<file path="src/rtl/game_draw_sequencer.sv">
// Match sequencer: clears the screen, then grants the VGA plot port to each drawing client in turn until a player wins.
// Pixel outputs are combinational from the erase counters or the granted client; pause holds off new grants only at grant boundaries.
module game_draw_sequencer #(
    parameter int NUM_CLIENTS = 4,
    parameter int NUM_PLAYERS = 2,
    parameter int SCORE_W     = 4,
    parameter int WIN_SCORE   = 3,
    parameter int SCREEN_W    = 160,
    parameter int SCREEN_H    = 120,
    parameter int TIMEOUT     = 65535
) (
    input  logic                           clk,
    input  logic                           reset,
    input  logic                           go,
    input  logic                           pause,
    output logic [NUM_CLIENTS-1:0]         client_go,
    input  logic [NUM_CLIENTS-1:0]         client_done,
    input  logic [8*NUM_CLIENTS-1:0]       client_x,
    input  logic [7*NUM_CLIENTS-1:0]       client_y,
    input  logic [3*NUM_CLIENTS-1:0]       client_colour,
    input  logic [NUM_CLIENTS-1:0]         client_plot,
    input  logic [NUM_PLAYERS-1:0]         score_pulse,
    output logic [7:0]                     x,
    output logic [6:0]                     y,
    output logic [2:0]                     colour,
    output logic                           plot,
    output logic [SCORE_W*NUM_PLAYERS-1:0] scores,
    output logic [1:0]                     winner,
    output logic                           game_over,
    output logic                           erasing,
    output logic                           timeout_err
);
    localparam int IDX_W = (NUM_CLIENTS > 1) ? $clog2(NUM_CLIENTS) : 1;
    localparam int TO_W  = $clog2(TIMEOUT + 1);
    localparam logic [SCORE_W-1:0] SCORE_MAX = '1;
    localparam logic [SCORE_W-1:0] WIN_VAL   = SCORE_W'(WIN_SCORE);
    localparam logic [7:0]         X_LAST    = 8'(SCREEN_W - 1);
    localparam logic [6:0]         Y_LAST    = 7'(SCREEN_H - 1);
    localparam logic [IDX_W-1:0]   IDX_LAST  = IDX_W'(NUM_CLIENTS - 1);
    localparam logic [TO_W-1:0]    TO_LAST   = TO_W'(TIMEOUT - 1);

    typedef enum logic [2:0] {IDLE, ERASE, SERVE, CHECK, OVER} state_t;

    state_t             state, state_nxt;
    logic [IDX_W-1:0]   idx, idx_nxt;
    logic               active, active_nxt;
    logic [7:0]         ex, ex_nxt;
    logic [6:0]         ey, ey_nxt;
    logic [TO_W-1:0]    gcnt, gcnt_nxt;
    logic [SCORE_W-1:0] score_q [NUM_PLAYERS];
    logic               go_q;
    logic               go_rise;
    logic               clr_match;
    logic               set_to;
    logic               latch_win;
    logic               win_any;
    logic [1:0]         win_idx;
    logic               done_sel;

    assign go_rise = go & ~go_q;

    // Lowest-index player at or above the winning score.
    always_comb begin
        win_any = 1'b0;
        win_idx = 2'd0;
        for (int p = NUM_PLAYERS - 1; p >= 0; p--) begin
            if (score_q[p] >= WIN_VAL) begin
                win_any = 1'b1;
                win_idx = 2'(p);
            end
        end
    end

    always_comb begin
        done_sel = 1'b0;
        for (int i = 0; i < NUM_CLIENTS; i++) begin
            if (IDX_W'(i) == idx) done_sel = client_done[i];
        end
    end

    always_comb begin
        state_nxt  = state;
        idx_nxt    = idx;
        active_nxt = active;
        ex_nxt     = ex;
        ey_nxt     = ey;
        gcnt_nxt   = gcnt;
        clr_match  = 1'b0;
        set_to     = 1'b0;
        latch_win  = 1'b0;
        case (state)
            IDLE, OVER: begin
                if (go_rise) begin
                    state_nxt = ERASE;
                    ex_nxt    = 8'd0;
                    ey_nxt    = 7'd0;
                    clr_match = 1'b1;
                end
            end
            ERASE: begin
                if (ex == X_LAST) begin
                    ex_nxt = 8'd0;
                    if (ey == Y_LAST) begin
                        ey_nxt     = 7'd0;
                        state_nxt  = SERVE;
                        idx_nxt    = '0;
                        active_nxt = ~pause;
                        gcnt_nxt   = '0;
                    end else begin
                        ey_nxt = ey + 7'd1;
                    end
                end else begin
                    ex_nxt = ex + 8'd1;
                end
            end
            SERVE: begin
                // active=0 is the gap between grants where pause is honoured
                if (!active) begin
                    active_nxt = ~pause;
                    gcnt_nxt   = '0;
                end else if (done_sel || gcnt == TO_LAST) begin
                    set_to   = ~done_sel;
                    gcnt_nxt = '0;
                    if (idx == IDX_LAST) begin
                        state_nxt  = CHECK;
                        active_nxt = 1'b0;
                        idx_nxt    = '0;
                    end else begin
                        idx_nxt    = idx + 1'b1;
                        active_nxt = ~pause;
                    end
                end else begin
                    gcnt_nxt = gcnt + 1'b1;
                end
            end
            CHECK: begin
                if (win_any) begin
                    state_nxt = OVER;
                    latch_win = 1'b1;
                end else begin
                    state_nxt  = SERVE;
                    idx_nxt    = '0;
                    active_nxt = ~pause;
                end
            end
            default: state_nxt = IDLE;
        endcase
    end

    always_ff @(posedge clk) begin
        if (reset) begin
            state       <= IDLE;
            idx         <= '0;
            active      <= 1'b0;
            ex          <= 8'd0;
            ey          <= 7'd0;
            gcnt        <= '0;
            winner      <= 2'd0;
            timeout_err <= 1'b0;
        end else begin
            state  <= state_nxt;
            idx    <= idx_nxt;
            active <= active_nxt;
            ex     <= ex_nxt;
            ey     <= ey_nxt;
            gcnt   <= gcnt_nxt;
            if (latch_win) winner <= win_idx;
            if (clr_match)   timeout_err <= 1'b0;
            else if (set_to) timeout_err <= 1'b1;
        end
    end

    // Free-running so a go held high across reset is not seen as a new edge.
    always_ff @(posedge clk) begin
        go_q <= go;
    end

    always_ff @(posedge clk) begin
        for (int p = 0; p < NUM_PLAYERS; p++) begin
            if (reset || clr_match) begin
                score_q[p] <= '0;
            end else if ((state == ERASE || state == SERVE || state == CHECK) &&
                         score_pulse[p] && score_q[p] != SCORE_MAX) begin
                score_q[p] <= score_q[p] + 1'b1;
            end
        end
    end

    always_comb begin
        client_go = '0;
        x         = 8'd0;
        y         = 7'd0;
        colour    = 3'd0;
        plot      = 1'b0;
        if (state == ERASE) begin
            x    = ex;
            y    = ey;
            plot = 1'b1;
        end else if (state == SERVE && active) begin
            for (int i = 0; i < NUM_CLIENTS; i++) begin
                if (IDX_W'(i) == idx) begin
                    client_go[i] = 1'b1;
                    x            = client_x[i*8 +: 8];
                    y            = client_y[i*7 +: 7];
                    colour       = client_colour[i*3 +: 3];
                    plot         = client_plot[i];
                end
            end
        end
    end

    always_comb begin
        scores = '0;
        for (int p = 0; p < NUM_PLAYERS; p++) begin
            scores[p*SCORE_W +: SCORE_W] = score_q[p];
        end
    end

    assign erasing   = (state == ERASE);
    assign game_over = (state == OVER);

endmodule

</file>
<file path="config.mk">
export PLATFORM = sky130hd
export DESIGN_NAME = game_draw_sequencer
export DESIGN_NICKNAME = d
export VERILOG_FILES = /design/src/rtl/game_draw_sequencer.sv
export SDC_FILE = /design/constraint.sdc
export NUM_CORES = 1
export LEC_CHECK = 0
export ABC_CLOCK_PERIOD_IN_PS = 3200
export BUFFER_PORTS_ARGS = -buffer_cell sky130_fd_sc_hd__buf_2
export CAP_MARGIN = 20
export CORE_MARGIN = 8
export CORE_UTILIZATION = 30
export CTS_CLUSTER_SIZE = 10
export DETAILED_ROUTE_END_ITERATION = 16
export HOLD_SLACK_MARGIN = 0.12
export PLACE_DENSITY_LB_ADDON = 0.12
export SYNTH_ARGS = -nofsm -noshare
export SYNTH_HDL_FRONTEND = slang
export SYNTH_SLANG_ARGS = --single-unit
</file>
<file path="constraint.sdc">
create_clock -name clk -period 3.2 [get_ports clk]
set_input_delay 0 -clock clk [delete_from_list [all_inputs] [get_ports clk]]
set_output_delay 0 -clock clk [all_outputs]
set_load 0.02 [all_outputs]
</file>
[After elaboration in Yosys (flattened, before gate mapping)]
Memory sizes are Yosys's and may differ from the RTL's.
Index checks and enable logic that the tools add are counted.
Cells by class
  add/sub/neg operators: 6
  multipliers: 0
  divide/modulo/power cells: 0
  magnitude comparators: 2
  eq/ne operators: 20
  shifts and indexed selects: 0
  multiplexer cells: 89
  bitwise gates (word level): 6
  reduce and logical (&&, ||, !) cells: 22
Operators by type and width (number)
  $mux W16: 4
  $mux W8: 8
  $mux W7: 9
  $mux W3: 13
  $mux W1: 38
  $pmux W16 S2: 1
  $add A16 B1 Y16 const B: 1
  $eq A16 B16 Y1 const B: 1
  $mux W4: 4
  $pmux W8 S2: 1
  $mux W2: 7
  $pmux W7 S2: 1
  $pmux W3 S4: 1
  $reduce_and A6 Y1: 2
  $ne A2 B2 Y1 const B: 5
  $add A4 B1 Y4 const B: 2
  $add A8 B1 Y8 const B: 1
  $eq A8 B8 Y1 const B: 1
  $ge A4 B2 Y1 const B: 2
  $ne A4 B4 Y1 const B: 2
  $add A7 B1 Y7 const B: 1
  $eq A7 B7 Y1 const B: 1
  $eq A3 B2 Y1 const B: 2
  $pmux W2 S3: 1
  21 further kinds: 36
Storage, ports and cells
  register bits after elaboration: 41
  bits in latches: 0
  bits in writable memories: 8
  ROM bits: 0
  bits of input ports: 86
  word-level logic and storage cells: 155
  memories kept: 1
Memories
  score_q: words 2, bits a word 4, read ports 2, clocked after memory_dff 0, write ports 2, RTL line 50  | logic [SCORE_W-1:0] score_q [NUM_PLAYERS];

[Depth between registers and ports, before layout]
  word-level depth: 9
  gate-level depth with buffers: 9
  gate-level depth less buffers: 7

[Least setup slack after synthesis]
Ideal clock, no wire load.
  path type: register to register
  start point: register state[2]
  end point: register gcnt[15]
  library setup time: 0.070 ns
  arrival time: 2.127 ns
  required time: 3.130 ns
  path slack: 1.003 ns
  stages on the path, launching flop included: 7
  buffers on the path: 1
  cells stage by stage: dfxtp_1 > buf_4 > or3b_4 > o31a_1 > or4b_4 > or3_1 > a21oi_1
Between the ends
  longest elaborated chain between the ends: 3
Ends and longest elaborated chain
  from (decl): RTL line 44  | state_t state, state_nxt;
  from (signal assigned): RTL line 161  | state <= state_nxt;
  $eq A3 B1 Y1 or $eq A3 B2 Y1 (tied branches): RTL line 91  | case (state)
  $ne A2 B1 Y1 (no source line) or $reduce_bool A2 Y1 (tied branches)
  $reduce_and A3 Y1 (no source line)
  to (signal assigned): RTL line 166  | gcnt <= gcnt_nxt;
  to (decl): RTL line 49  | logic [TO_W-1:0] gcnt, gcnt_nxt;
Several ways; a longest one is shown, not always the timed one.
A chain may end at the register's enable or synchronous reset.

[Final worst setup path]
  start point: register state[0]
  end point: register gcnt[15]
The elaborated chain is that of the path after synthesis.

==> results.json <==
{
  "required_ps": 3430,
  "final_net_count": 628,
  "synth_edf_count": 8,
  "syn2layout_area_growth_pct": 27.0,
  "cts_buffers": 5,
  "synth_cell_types": 59,
  "period_needed_ps": 2620,
  "cts_tree": "yes",
  "synth_top_area_frac": 0.245,
  "max_cap_viol_count": 0,
  "die-area_um2": 14500,
  "diodes": 0,
  "fin_crit_sh": 0.818,
  "crit_type": "reg2reg",
  "cp-end-kind": "flop",
  "synth_flop_cell": "dfxtp_1",
  "tightest_slew_ps": 694,
  "clock_latency_ps": 310,
  "cp.arrival_ps": 2840,
  "io_pins": 122,
  "synthesis.nets": 519,
  "crit_slowest_cell": "or4b_4",
  "critPathMaxStageDelay_ps": 580,
  "synth_seq_area_share": 0.319,
  "worst-path-max-fanout": 14,
  "startpoint_type": "flop",
  "grt_pass1_vias": 3218,
  "firstDrtPassIters": 4,
  "drtIter0Drc": 177,
  "vias_per_cell": 5.11,
  "drc": 0,
  "final_hold_viol_count": 0,
  "setup_tns_ps": 0,
  "hold_depth": 3,
  "cts-root-buf": "clkbuf_8",
  "post_cts_resized": 0,
  "final_common_cell": "buf_2",
  "synth-seq-cells": 48,
  "synth_top_area_cell": "dfxtp_1",
  "fmaxAchievable_mhz": 382,
  "syn_area_um2": 3270,
  "clkSinkCount": 48,
  "cts_max_level": 2,
  "power_leakage_nw": 1.70,
  "fin_worst_skew_ps": 18.9,
  "hpwlAfterDp_mm": 8.09,
  "slew_viol_final": 0,
  "coreArea_um2": 10700,
  "ys_warn_count": 0,
  "vias": 3437,
  "rsz0062_at_grt": "false",
  "worst_r2r_startpoint": "state[0]",
  "worstPathCellList": "or3b_4 -> o31a_1 -> or4b_4 -> or3_1 -> a21oi_1",
  "ant_nets": 0,
  "power_density_nw_per_um2": 551,
  "async_flop_share": 0,
  "synth_area_leaders": "dfxtp_1, edfxtp_1, nor2_1",
  "final_cell_mix": "buf_2, nor2_1, dfxtp_1, a21oi_1",
  "peakVddDrop_mv": 0.291,
  "grt_overflow": 0,
  "grt_usage": 0.139,
  "post_cts_buffers": 0,
  "chipHeight_um": 120,
  "setup-violations-final": 0,
  "hold_path_class": "in2reg",
  "status": "finished, final reports clean",
  "die_w_um": 120,
  "holdWs_ps": 146,
  "grt_max_degree": 40,
  "worst_r2r_path_depth": 5,
  "routedWlPerCell_um": 15.6,
  "grt_pass1_wl_mm": 16.8,
  "gp_congestion": 0.798,
  "routed_wl_mm": 10.5,
  "clk_path_buf_depth": 2,
  "antenna_found_initial": 0,
  "startpoint": "state[0]",
  "postSynthAreaPerCell_um2": 7.72,
  "placementRows": 38,
  "maxSlewHeadroom": 0.532,
  "io_buffers": 120,
  "initial_core_util": 0.304,
  "clk_pin_slew_ps": 100,
  "synth_cells": 423,
  "hp-start": "score_pulse[1]",
  "drive_gt1_frac": 0.272
}
## metal layers
| metal | share of wire | track usage |
|---|---|---|
| met1 | 0.49 | 0.184 |
| met2 | 0.43 | 0.227 |
| met3 | 0.075 | 0.0322 |
| met4 | 0.0053 | 0.0258 |
| met5 | 0 | 0 |
## report_power, final
part / internal, mW / switching, mW
clock: 0.315 / 0.223
combinational: 0.338 / 0.614
sequential: 0.695 / 0.103
## layout make-up
type / instances / area (um^2)
tap: 140 / 175
clock inverter: 3 / 68.8
timing repair buffer: 132 / 698
clock buffer: 5 / 68.8
fill: 1130 / 6600
multi-input combinational: 337 / 2070
sequential: 48 / 1040
inverter: 8 / 30.0
## registers in the layout (all words and copies together), names as in the netlist
register	flops
score_q	8
active	1
gcnt	16
idx	2
winner	1
state	3
ex	8
ey	7
timeout_err	1
go_q	1
## cell families after synthesis
family,after synthesis,synth area share
flip-flops,48,0.319
AO/OA/AOI/OAI,105,0.211
buffers and inverters,38,0.0483
multiplexers,1,0.00307
adder cells (fa/ha/maj),10,0.0383
other,1,0.00115
XOR/XNOR,22,0.0590
AND/OR/NAND/NOR,198,0.321
## final timing paths
path	to	slack (ps)
setup reg to reg	gcnt[15]	580
hold / removal	score_q[1][1]	150
hold reg to reg	gcnt[15]	490
setup / recovery	gcnt[15]	580
## synth_stat cells, types with 2 or more instances
library cell / number
nand2b_1: 2
o21ai_0: 26
nand4_1: 9
clkbuf_1: 21
a211oi_1: 6
a31oi_1: 3
dfxtp_1: 40
buf_1: 3
and3_1: 7
xor2_1: 5
nand3_1: 19
nor3_1: 26
or3_1: 4
o21a_1: 2
nand3b_1: 3
nor2_1: 51
nand2_1: 24
a311oi_1: 4
nor3b_1: 6
buf_4: 3
edfxtp_1: 8
nor2b_1: 24
a21oi_1: 29
inv_1: 8
or4_1: 3
a221oi_1: 19
buf_2: 2
and4_1: 2
ha_1: 10
nor4_1: 7
or3b_4: 2
xnor2_1: 17
or2_2: 2
## metrics by stage
step	instances	instance area, um^2	total power, mW	utilization	setup WS, ps
3_3_place_gp	661	3970	1.76	0.370	622
3_5_place_dp	662	3980	1.77	0.371	596
4_1_cts	673	4150	2.31	0.386	573
5_1_grt	673	4150	2.45	0.386	442
6_report	673	4150	2.29	0.386	583
2_1_floorplan	423	3270	1.46	-	1000
## critical path: cells and delay by family, from the launching register on
| family | cells | cell delay, ps |
|---|---|---|
| compound gates | 2 | 620 |
| flops | 1 | 500 |
| simple gates | 3 | 1420 |
## timing repair
action / 4_1_cts / 5_1_grt
endpoints found under the hold margin: 7 / 0
hold buffers: 3 / 0
setup endpoints to repair: 0 / 0
Power figures use the tool's default switching activity.
